[config.mk]
export PLATFORM = sky130hd
export DESIGN_NAME = imem_dmem_arbiter
export DESIGN_NICKNAME = d
export VERILOG_FILES = /design/src/rtl/imem_dmem_arbiter.sv
export SDC_FILE = /design/constraint.sdc
export NUM_CORES = 1
export LEC_CHECK = 0
export CAP_MARGIN = 20
export CORE_MARGIN = 3
export CORE_UTILIZATION = 33
export CTS_CLUSTER_SIZE = 8
export DETAILED_ROUTE_END_ITERATION = 10
export PLACE_DENSITY_LB_ADDON = 0.25
export SYNTH_ARGS = -nofsm -noshare
export SYNTH_HDL_FRONTEND = slang
export SYNTH_SLANG_ARGS = --single-unit
[constraint.sdc]
create_clock -name clk -period 1.85 [get_ports clk]
set_clock_uncertainty 0.15 [all_clocks]
set_input_delay 0.4625 -clock clk [delete_from_list [all_inputs] [get_ports clk]]
set_output_delay 0.4625 -clock clk [all_outputs]
set_load 0.02 [all_outputs]
[src/rtl/imem_dmem_arbiter.sv]
// imem_dmem_arbiter: shares one single-port memory between instruction fetch
// and data access. Data wins arbitration, with a starvation limit that forces
// a pending fetch through, and a timeout that aborts a hung access.
// Optional build macro ARB_PERF_CNT_EN adds grant and stall counters.
module imem_dmem_arbiter #(
  parameter int unsigned STARVE_MAX = 4,
  parameter int unsigned TIMEOUT    = 64
) (
  input  logic        clk,
  input  logic        rst,
  input  logic        if_req,
  input  logic [31:0] if_addr,
  output logic [31:0] if_rdata,
  output logic        if_ack,
  input  logic        dm_req,
  input  logic        dm_we,
  input  logic [31:0] dm_addr,
  input  logic [31:0] dm_wdata,
  input  logic [3:0]  dm_ls,
  output logic [31:0] dm_rdata,
  output logic        dm_ack,
  output logic        mem_req,
  output logic        mem_we,
  output logic [31:0] mem_addr,
  output logic [31:0] mem_wdata,
  output logic [3:0]  mem_ls,
  input  logic [31:0] mem_rdata,
  input  logic        mem_ready,
`ifdef ARB_PERF_CNT_EN
  output logic [31:0] perf_if_grants,
  output logic [31:0] perf_dm_grants,
  output logic [31:0] perf_stall_cycles,
`endif
  output logic        err
);

  localparam int unsigned SCW = 4;
  localparam int unsigned WCW = 8;

  typedef enum logic [1:0] {
    IDLE    = 2'd0,
    IF_WAIT = 2'd1,
    DM_WAIT = 2'd2
  } state_t;

  state_t           state;
  logic [SCW-1:0]   starve_cnt;
  logic [WCW-1:0]   wait_cnt;

  logic             dm_grant_c;
  logic             if_grant_c;
  logic             timeout_hit_c;

  // Arbitration decision in IDLE and timeout detection in the wait states.
  always_comb begin
    dm_grant_c    = 1'b0;
    if_grant_c    = 1'b0;
    timeout_hit_c = 1'b0;
    if (state == IDLE) begin
      if (dm_req && (!if_req || (starve_cnt != SCW'(STARVE_MAX)))) begin
        dm_grant_c = 1'b1;
      end else if (if_req) begin
        if_grant_c = 1'b1;
      end
    end else begin
      timeout_hit_c = !mem_ready && (wait_cnt == WCW'(TIMEOUT - 1));
    end
  end

  // Owner ack and read data follow mem_ready in the same cycle; an abort returns zero data.
  always_comb begin
    if_ack   = 1'b0;
    dm_ack   = 1'b0;
    if_rdata = '0;
    dm_rdata = '0;
    if (state == IF_WAIT) begin
      if_ack   = mem_ready || timeout_hit_c;
      if_rdata = mem_ready ? mem_rdata : '0;
    end else if (state == DM_WAIT) begin
      dm_ack   = mem_ready || timeout_hit_c;
      dm_rdata = mem_ready ? mem_rdata : '0;
    end
  end

  // Arbiter FSM with registered memory-side outputs.
  always_ff @(posedge clk or negedge rst) begin
    if (!rst) begin
      state      <= IDLE;
      mem_req    <= 1'b0;
      mem_we     <= 1'b0;
      mem_addr   <= '0;
      mem_wdata  <= '0;
      mem_ls     <= '0;
      starve_cnt <= '0;
      wait_cnt   <= '0;
      err        <= 1'b0;
    end else begin
      case (state)
        IDLE: begin
          if (dm_grant_c) begin
            state     <= DM_WAIT;
            mem_req   <= 1'b1;
            mem_we    <= dm_we;
            mem_addr  <= dm_addr;
            mem_wdata <= dm_wdata;
            mem_ls    <= dm_ls;
            wait_cnt  <= '0;
            // Count a data win only when it actually held off a fetch.
            if (if_req) begin
              starve_cnt <= starve_cnt + SCW'(1);
            end
          end else if (if_grant_c) begin
            state      <= IF_WAIT;
            mem_req    <= 1'b1;
            mem_we     <= 1'b0;
            mem_addr   <= if_addr;
            mem_wdata  <= '0;
            mem_ls     <= 4'b0000;
            wait_cnt   <= '0;
            starve_cnt <= '0;
          end
        end
        IF_WAIT, DM_WAIT: begin
          if (mem_ready) begin
            state   <= IDLE;
            mem_req <= 1'b0;
          end else if (timeout_hit_c) begin
            state   <= IDLE;
            mem_req <= 1'b0;
            err     <= 1'b1;
          end else begin
            wait_cnt <= wait_cnt + WCW'(1);
          end
        end
        default: begin
          state   <= IDLE;
          mem_req <= 1'b0;
        end
      endcase
    end
  end

`ifdef ARB_PERF_CNT_EN
  // Free-running grant and requester-stall counters.
  always_ff @(posedge clk or negedge rst) begin
    if (!rst) begin
      perf_if_grants    <= '0;
      perf_dm_grants    <= '0;
      perf_stall_cycles <= '0;
    end else begin
      if (if_grant_c) begin
        perf_if_grants <= perf_if_grants + 32'd1;
      end
      if (dm_grant_c) begin
        perf_dm_grants <= perf_dm_grants + 32'd1;
      end
      if ((if_req && !if_ack) || (dm_req && !dm_ack)) begin
        perf_stall_cycles <= perf_stall_cycles + 32'd1;
      end
    end
  end
`endif

endmodule

==> results.sh, run 1 <==
export IMPL_status="complete, but fails checks"
export IMPL_violations="negative setup slack"
export IMPL_core_um2=12200
export IMPL_cts_made_buffers=9
export IMPL_hold_slack_ns=0.00177
export IMPL_wirelength_um=16700
export IMPL_routedWlPerCell_um=19.3
export IMPL_finalWorstSetupSlack_ns=-0.523
export IMPL_insertion_delay_ns=0.34
export IMPL_yosysWarningCount=0
export IMPL_use_met3=0.0536
export IMPL_ff2ff_path_depth=7
export IMPL_htree_levels=3
export IMPL_fin_crit_ns=2.37
export IMPL_synth_edff_count=0
export IMPL_antenna_found_initial=0
export IMPL_period_share=1.28
export IMPL_fin_util=0.661
export IMPL_maxSlewHeadroom=0.690
export IMPL_dr_first_iter_drc_count=285
export IMPL_die_h_um=118
export IMPL_grt_first_pass_wirelength_um=24600
export IMPL_cellLeakagePower_nw=3.68
export IMPL_clkSlewWorstSetupHoldPaths_ns=0.07
export IMPL_ys_top_cells_by_area="dfrtp_1, a22o_1, o221a_2"
export IMPL_clockBufferDepth=2
export IMPL_nets=832
export IMPL_hold_buffers=0
export IMPL_fmax_ghz=0.421
export IMPL_synth_top_area_share=0.512
export IMPL_drc=0
export IMPL_end_kind="primary output"
export IMPL_final_hold_viol_count=0
export IMPL_crit_path_max_fanout=31
export IMPL_clock_sinks=85
export IMPL_dp_hpwl_um=11700
export IMPL_grt_busiest_layer="met2"
export IMPL_grt_max_degree=86
export IMPL_synth_area_leader_cell="dfrtp_1"
export IMPL_min_path_type="in2async"
export IMPL_max_cap_violations=0
export IMPL_synthCells=369
export IMPL_root_buffer="clkbuf_16"
export IMPL_fp_dieW_um=118
export IMPL_drt_pre_antenna_iters=4
export IMPL_dieArea_um2=14000
export IMPL_vdd_drop_max_v=0.000702
export IMPL_use_met2=0.387
export IMPL_critPathKind="reg2out"
export IMPL_insertedDiodeCount=0
export IMPL_ys_flop_type="dfrtp_1"
export IMPL_use_met1=0.265
export IMPL_cp_arrival_ns=1.76
export IMPL_start_util=0.342
export IMPL_grt_pass1_vias=4487
export IMPL_cp_start_kind="flop"
export IMPL_finalSetupViolCount=96
export IMPL_power_total_mw=11.2
export IMPL_synth_seq_area_share=0.512
export IMPL_synth_avg_cell_area_um2=11.3
export IMPL_synthesis_nets=513
export IMPL_grt_setup_unrepaired="true"
export IMPL_ant_nets=0
export IMPL_area_delta_synth_final_pct=93.5
export IMPL_overflow=0
export IMPL_crit_required_ns=1.24
export IMPL_std_cell_rows=40
export IMPL_async_flop_share=1.00
export IMPL_synth_seq_cells=85
export IMPL_powerDensity_nw_per_um2=1390
export IMPL_grtUsageTotal=0.220
export IMPL_post_place_ws_ns=-0.864
export IMPL_worst_pin_slew_ns=0.466
export IMPL_vias_per_cell=5.08
export IMPL_synth_cell_types=41
export IMPL_port_buffers=274
export IMPL_drive_above_1_share=0.333
export IMPL_maxSlewViolCount=0
export IMPL_syn_area_um2=4160
export IMPL_vias=4372
export IMPL_gp_congestion=0.929
export IMPL_cts_tree="yes"
export IMPL_ios=275
==> per-layer routing <==
metal | part of all wire | vias up | routed length (um)
li1 | - | 2015 | -
met1 | 0.40 | 2155 | 6630
met2 | 0.52 | 176 | 8670
met3 | 0.059 | 26 | 983
met4 | 0.022 | 0 | 373
met5 | 0 | - | 0
==> worst max-delay path: stages, from the launching register on <==
cell and delay [ns]:
dfrtp_1 0.44, inv_2 0.06, ha_2 0.19, and3b_2 0.23, buf_12 0.16, and2_2 0.19, buf_2 0.15
==> layout make-up <==
class                           count  area (um^2)
Fill cell                         990         4120
Timing Repair Buffer              336         3270
Sequential cell                    85         2130
Multi-Input combinational cell    247         2110
Clock buffer                       10          239
Tap cell                          168          210
Clock inverter                      6         53.8
Inverter                            9         33.8
==> cells in the final DEF (no fill, tap or decap), drive strengths merged, types with 2 or more instances in the layout <==
| cell type | synthesis | routed |
|---|---|---|
| dlygate4sd2 | 0 | 72 |
| o2bb2ai | 3 | 3 |
| ha | 6 | 6 |
| a31oi | 5 | 5 |
| a22o | 37 | 37 |
| buf | 15 | 125 |
| dlymetal6s2s | 0 | 2 |
| nand4 | 2 | 2 |
| clkbuf | 13 | 14 |
| dfrtp | 85 | 85 |
| nand2b | 35 | 35 |
| nand3 | 6 | 6 |
| o21ai | 10 | 10 |
| nor2 | 6 | 6 |
| nor3b | 3 | 3 |
| o221a | 32 | 32 |
| clkdlybuf4s50 | 0 | 133 |
| and3 | 34 | 34 |
| clkinv | 0 | 2 |
| nand2 | 10 | 10 |
| inv | 9 | 12 |
| and2 | 35 | 35 |
| a21oi | 6 | 6 |
| a21boi | 2 | 2 |
==> cell usage after synthesis (2+ instances only) <==
cell type	n
dfrtp_1	85
a22o_1	37
and2_1	35
nand2b_1	35
and3_1	34
o221a_2	28
clkbuf_1	13
buf_2	11
inv_1	9
o21ai_0	9
nand2_1	7
a21oi_1	6
ha_1	6
a31oi_1	5
nand3_1	5
nor2_1	5
buf_4	4
o221a_1	4
nand2_2	3
nor3b_1	3
o2bb2ai_1	3
a21boi_0	2
nand4_1	2
==> timing repair <==
action / in CTS / in global routing
buffers inserted: 4 / 8
setup endpoints to repair: 183 / 124
cloned: 1 / 7
pin swaps: 3 / 12
resized for setup: 431 / 44
==> logic make-up (layout without fill, tap and decap cells) <==
logic type,count (synthesis),count (layout),synth area share
AND/OR/NAND/NOR,139,139,0.206
buffers and inverters,37,361,0.0403
AO/OA/AOI/OAI,102,102,0.224
adder cells (fa/ha/maj),6,6,0.0181
flip-flops,85,85,0.512
==> final timing paths <==
path / startpoint / endpoint / slack (ns)
setup / recovery: state[0] / dm_rdata[20] / -0.52
hold / removal: rst / mem_wdata[19] / 0.002
setup reg to reg: state[0] / mem_addr[10] / -0.06
hold reg to reg: err / err / 0.34
max in group asynchronous: rst / mem_addr[3] / 1.18
min in group clk: err / err / 0.34
==> per-stage QoR <==
| stage | setup TNS [ns] | area [um^2] | instances |
|---|---|---|---|
| 2_1_floorplan | -0.255 | 4210 | 369 |
| 3_3_place_gp | -71.50 | 7470 | 827 |
| 3_5_place_dp | -74.70 | 7470 | 827 |
| 4_1_cts | -24.96 | 7690 | 848 |
| 5_1_grt | -34.77 | 8040 | 861 |
| 6_report | -28.41 | 8040 | 861 |
==> sequential cells by signal (all words and copies together) (netlist names) <==
| name | flops |
|---|---|
| mem_req | 1 |
| err | 1 |
| mem_addr | 32 |
| mem_we | 1 |
| starve_cnt | 4 |
| wait_cnt | 8 |
| mem_wdata | 32 |
| mem_ls | 4 |
| state | 2 |
==> power breakdown <==
part	leakage, nW	internal (mW)	total [mW]	switching [mW]
clock	0.142	0.971	1.78	0.809
sequential	1.04	2.62	3.01	0.385
combinational	2.50	3.14	6.43	3.29
total	3.68	6.73	11.2	4.48
(Power assumes the default switching activity.)
==> run 2: changes to the inputs <==
--- a/config.mk
+++ b/config.mk
@@ -11,6 +11,7 @@
 export CTS_CLUSTER_SIZE = 8
 export DETAILED_ROUTE_END_ITERATION = 10
 export PLACE_DENSITY_LB_ADDON = 0.25
+export SKIP_LAST_GASP = 1
 export SYNTH_ARGS = -nofsm -noshare
 export SYNTH_HDL_FRONTEND = slang
 export SYNTH_SLANG_ARGS = --single-unit
==> run 2 against run 1 <==
The flow finishes with violations (negative hold slack, negative setup slack). Global-route usage down 0.21 points. Worst hold slack worse by 0.0060 ns. Via count is 3.0% lower. Sequential share of layout area increased by 1.3 points. Critical path depth stayed put. Critical endpoint unchanged. Largest cell class unchanged.
==> results.sh, run 2 (synthesis gave the netlist of run 1 again) <==
export IMPL_worst_pin_slew_ns=0.465
export IMPL_maxSlewViolCount=0
export IMPL_die_h_um=118
export IMPL_ant_nets=0
export IMPL_drive_above_1_share=0.287
export IMPL_use_met1=0.263
export IMPL_min_path_type="in2async"
export IMPL_max_cap_violations=0
export IMPL_grt_first_pass_wirelength_um=24400
export IMPL_clkSlewWorstSetupHoldPaths_ns=0.07
export IMPL_insertion_delay_ns=0.34
export IMPL_grtUsageTotal=0.218
export IMPL_power_total_mw=10.8
export IMPL_insertedDiodeCount=0
export IMPL_start_util=0.342
export IMPL_fin_crit_ns=2.36
export IMPL_ff2ff_path_depth=7
export IMPL_hold_buffers=0
export IMPL_vias_per_cell=4.98
export IMPL_use_met2=0.379
export IMPL_drc=0
export IMPL_most_common_layout_cells="clkdlybuf4s50_1, dfrtp_1, dlygate4sd2_1"
export IMPL_crit_path_max_fanout=31
export IMPL_finalNonFillerCells=851
export IMPL_routedWlPerCell_um=18.4
export IMPL_p_sw_frac=0.402
export IMPL_fmax_ghz=0.423
export IMPL_cts_made_buffers=9
export IMPL_power_frac_seq=0.279
export IMPL_finalWorstSetupSlack_ns=-0.514
export IMPL_final_hold_viol_count=1
export IMPL_fillerInstances=1053
export IMPL_std_cell_rows=40
export IMPL_gp_congestion=0.929
export IMPL_clkPwrFrac=0.165
export IMPL_core_um2=12200
export IMPL_root_buffer="clkbuf_16"
export IMPL_clockBufferDepth=2
export IMPL_overflow=0
export IMPL_dr_first_iter_drc_count=318
export IMPL_seqCellArea_um2=2130
export IMPL_cp_start_kind="flop"
export IMPL_maxSlewHeadroom=0.690
export IMPL_crit_required_ns=1.24
export IMPL_grt_setup_unrepaired="true"
export IMPL_use_met3=0.0541
export IMPL_period_share=1.28
export IMPL_finalSetupViolCount=98
export IMPL_ios=275
export IMPL_cellLeakagePower_nw=3.62
export IMPL_wirelength_um=15700
export IMPL_dp_cells=827
export IMPL_dp_hpwl_um=11700
export IMPL_switchingPower_mw=4.33
export IMPL_end_kind="primary output"
export IMPL_port_buffers=274
export IMPL_cp_arrival_ns=1.75
export IMPL_grt_pass1_vias=4443
export IMPL_violations="negative hold slack, negative setup slack"
export IMPL_dpl_cell_area_um2=7470
export IMPL_combPwrFrac=0.556
export IMPL_multi_input_area_um2=1990
export IMPL_powerDensity_nw_per_um2=1410
export IMPL_final_common_cell="clkdlybuf4s50_1"
export IMPL_hold_slack_ns=-0.00426
export IMPL_vdd_drop_max_v=0.000698
export IMPL_setup_tns_ns=-28.17
export IMPL_antenna_found_initial=0
export IMPL_fp_dieW_um=118
export IMPL_vias=4242
export IMPL_drt_pre_antenna_iters=4
export IMPL_reg_largest_list="mem_addr: 32 flops, mem_wdata: 32 flops, wait_cnt: 8 flops"
export IMPL_grt_busiest_layer="met2"
export IMPL_status="complete, but fails checks"
export IMPL_cts_tree="yes"
export IMPL_dieArea_um2=14000
export IMPL_nets=822
export IMPL_critPathKind="reg2out"
export IMPL_p_int_mw=6.43
export IMPL_finish_instance_area_um2=7660
export IMPL_post_place_ws_ns=-0.864
export IMPL_grt_max_degree=86
export IMPL_clock_sinks=85
export IMPL_htree_levels=3
export IMPL_area_delta_synth_final_pct=84.2
run 2: stage by stage:
stage / hold WS [ns] / utilization
after floorplan: 0.0169 / -
after global placement: 0.327 / 0.614
after detailed placement: 0.330 / 0.614
after CTS: 0.0269 / 0.620
after global routing: 0.0412 / 0.630
final: -0.00426 / 0.630
run 2: power groups by stage:
stage	Clock (mW)	Sequential, mW	Combinational (mW)
CTS	1.84	3.00	5.92
global route	1.91	3.09	6.39
detailed placement	0	3.05	6.36
finish	1.77	3.00	5.98
floorplan	0	3.89	2.41
global placement	0	3.02	6.22
run 2: path summary, 6_finish.rpt:
path                       startpoint  slack, ns            end
max                          state[0]      -0.51   dm_rdata[20]
min                               rst     -0.004  mem_wdata[19]
max reg2reg                  state[0]      -0.09   mem_addr[10]
min reg2reg                       err       0.34            err
max in group asynchronous         rst       1.18    mem_addr[3]
min in group clk                  err       0.34            err
run 2: layout make-up:
| class | instances | area share |
|---|---|---|
| multi-input combinational | 247 | 0.260 |
| tap | 168 | 0.0275 |
| clock inverter | 6 | 0.00703 |
| sequential | 85 | 0.278 |
| timing repair buffer | 326 | 0.392 |
| inverter | 9 | 0.00441 |
| clock buffer | 10 | 0.0312 |
run 2: layer usage:
metal,routed length [um],part of all wire
met5,0,0
met3,945,0.060
met1,6160,0.39
met4,413,0.026
met2,8180,0.52
run 2: worst max-delay path, cell delays in order (launching register included):
cell,delay (ns)
dfrtp_1,0.44
inv_2,0.08
ha_4,0.17
and3b_2,0.22
buf_12,0.15
and2_2,0.19
buf_2,0.15
run 2: what timing repair did:
action,CTS,global route
pin swaps,3,7
setup buffers,4,4
gates cloned,1,1
endpoints found under the setup margin,183,124
resized for setup,393,28
==> run 3: changes to the inputs <==
--- a/config.mk
+++ b/config.mk
@@ -11,6 +11,7 @@
 export CTS_CLUSTER_SIZE = 8
 export DETAILED_ROUTE_END_ITERATION = 10
 export PLACE_DENSITY_LB_ADDON = 0.25
+export REMOVE_ABC_BUFFERS = 1
 export SKIP_LAST_GASP = 1
 export SYNTH_ARGS = -nofsm -noshare
 export SYNTH_HDL_FRONTEND = slang
==> run 3 against run 2 <==
Critical endpoint is now dm_rdata[17]. Power grew 1.5%. Global-route usage shrank 0.75 points. Non-clock buffer count shrank 4. Core utilization shrank 0.16 points. Cell count shrank 0.35%. Sequential share of layout area grew 0.073 points. Register-to-register slack gained 0.07 ns. Via count shrank 0.57%. Fmax shrank 0.43%. Sequential cell count is the same. The flow finishes with violations (negative setup slack). Worst hold slack gained 0.34 ns. Die area is the same.
==> results.sh, run 3 (synthesis gave the netlist of run 1 again) <==
export IMPL_grt_first_pass_wirelength_um=23400
export IMPL_crit_path_max_fanout=31
export IMPL_fmax_ghz=0.421
export IMPL_use_met1=0.249
export IMPL_dp_hpwl_um=11500
export IMPL_nets=818
export IMPL_violations="negative setup slack"
export IMPL_routedWlPerCell_um=18.0
export IMPL_worst_pin_slew_ns=0.307
export IMPL_drc=0
export IMPL_reg_largest_list="mem_addr: 32 flops, mem_wdata: 32 flops, wait_cnt: 8 flops"
export IMPL_switchingPower_mw=4.25
export IMPL_most_common_layout_cells="clkdlybuf4s50_1, dfrtp_1, dlygate4sd2_1"
export IMPL_final_hold_viol_count=0
export IMPL_grt_pass1_vias=4306
export IMPL_clockBufferDepth=2
export IMPL_dr_first_iter_drc_count=196
export IMPL_start_util=0.342
export IMPL_vias=4218
export IMPL_combPwrFrac=0.540
export IMPL_grt_busiest_layer="met2"
export IMPL_clkSlewWorstSetupHoldPaths_ns=0.06
export IMPL_insertion_delay_ns=0.33
export IMPL_hold_slack_ns=0.335
export IMPL_area_delta_synth_final_pct=83.7
export IMPL_final_common_cell="clkdlybuf4s50_1"
export IMPL_ant_nets=0
export IMPL_status="complete, but fails checks"
export IMPL_std_cell_rows=40
export IMPL_grtUsageTotal=0.211
export IMPL_max_cap_violations=0
export IMPL_clkPwrFrac=0.182
export IMPL_p_sw_frac=0.390
export IMPL_powerDensity_nw_per_um2=1430
export IMPL_use_met3=0.0612
export IMPL_htree_levels=3
export IMPL_wirelength_um=15300
export IMPL_power_frac_seq=0.278
export IMPL_p_int_mw=6.67
export IMPL_vias_per_cell=4.97
export IMPL_grt_max_degree=38
export IMPL_end_kind="primary output"
export IMPL_critPathKind="reg2out"
export IMPL_ios=275
export IMPL_cp_arrival_ns=1.76
export IMPL_cp_start_kind="flop"
export IMPL_vdd_drop_max_v=0.000815
export IMPL_drive_above_1_share=0.274
export IMPL_overflow=0
export IMPL_gp_congestion=0.878
export IMPL_fillerInstances=1002
export IMPL_use_met2=0.364
export IMPL_crit_required_ns=1.24
export IMPL_finalWorstSetupSlack_ns=-0.524
export IMPL_fp_dieW_um=118
export IMPL_maxSlewViolCount=0
export IMPL_cellLeakagePower_nw=3.59
export IMPL_finalSetupViolCount=94
export IMPL_min_path_type="reg2reg"
export IMPL_grt_setup_unrepaired="true"
export IMPL_antenna_found_initial=2
export IMPL_fin_crit_ns=2.37
export IMPL_core_um2=12200
export IMPL_cts_made_buffers=9
export IMPL_maxSlewHeadroom=0.795
export IMPL_root_buffer="clkbuf_16"
export IMPL_period_share=1.28
export IMPL_port_buffers=274
export IMPL_die_h_um=118
export IMPL_dieArea_um2=14000
export IMPL_post_place_ws_ns=-0.888
export IMPL_clock_sinks=85
export IMPL_drt_pre_antenna_iters=6
export IMPL_cts_tree="yes"
==> run 3: cell count changes in the layout (fill, tap and decap cells not counted), sizes merged, moves of 2 or more <==
cell | before | now
clkdlybuf4s50 | 134 | 136
buf | 119 | 113
bufinv | 0 | 2
inv | 12 | 10
==> run 3: metal layers <==
metal | vias up | wire, um
met5 | - | 13
met1 | 2004 | 6060
met4 | 2 | 246
met2 | 207 | 7660
li1 | 1985 | -
met3 | 20 | 1310
==> run 3: final timing paths <==
path                                      end     start  slack (ns)  depth (start not counted)
worst min register to register            err       err        0.33                          1
max in group asynchronous        mem_addr[31]       rst        0.66                          3
worst max-delay path             dm_rdata[17]  state[1]       -0.52                          6
min in group asynchronous       mem_wdata[13]       rst        0.40                          2
worst min-delay path                      err       err        0.33                          1
worst max register to register   mem_addr[26]  state[1]       -0.02                          7
==> run 3: timing repair <==
item / 4_1_cts / 5_1_grt
hold buffers: 1 / 0
hold endpoints to repair: 19 / 0
resized for setup: 360 / 34
cloned: 1 / 1
setup buffers: 1 / 1
endpoints found under the setup margin: 137 / 147
pin swaps: 0 / 2
==> run 3: critical path: stages (launching register included) <==
cell     delay (ns)
dfrtp_1        0.39
buf_4          0.15
ha_2           0.18
and3b_2        0.23
buf_12         0.15
and2_1         0.16
buf_4          0.15
==> run 3: power by group through the flow <==
stage	clock network, mW	logic (mW)	registers (mW)
floorplan	0	2.20	3.88
global placement	0	6.19	3.05
detailed placement	0	6.30	3.05
CTS	2.05	5.77	3.03
global route	2.13	6.31	3.13
finish	1.99	5.90	3.03
==> run 3: per-stage QoR <==
step	instance area [um^2]	util	TNS, ns	power, mW	cells
2_1_floorplan	4020	-	-31.80	6.08	341
3_3_place_gp	7420	0.610	-67.21	9.24	826
3_5_place_dp	7420	0.610	-69.03	9.35	826
4_1_cts	7480	0.615	-29.44	10.9	845
5_1_grt	7640	0.628	-35.49	11.6	848
6_report	7640	0.628	-28.50	10.9	848
==> run 3: cell type report <==
class	instances	area [um^2]	share of cell area
clock inverter	6	93.8	0.0123
antenna	1	2.50	0.000328
tap	168	210	0.0275
sequential	85	2130	0.279
clock buffer	10	239	0.0313
inverter	9	33.8	0.00442
timing repair buffer	322	2950	0.387
multi-input combinational	247	1980	0.259
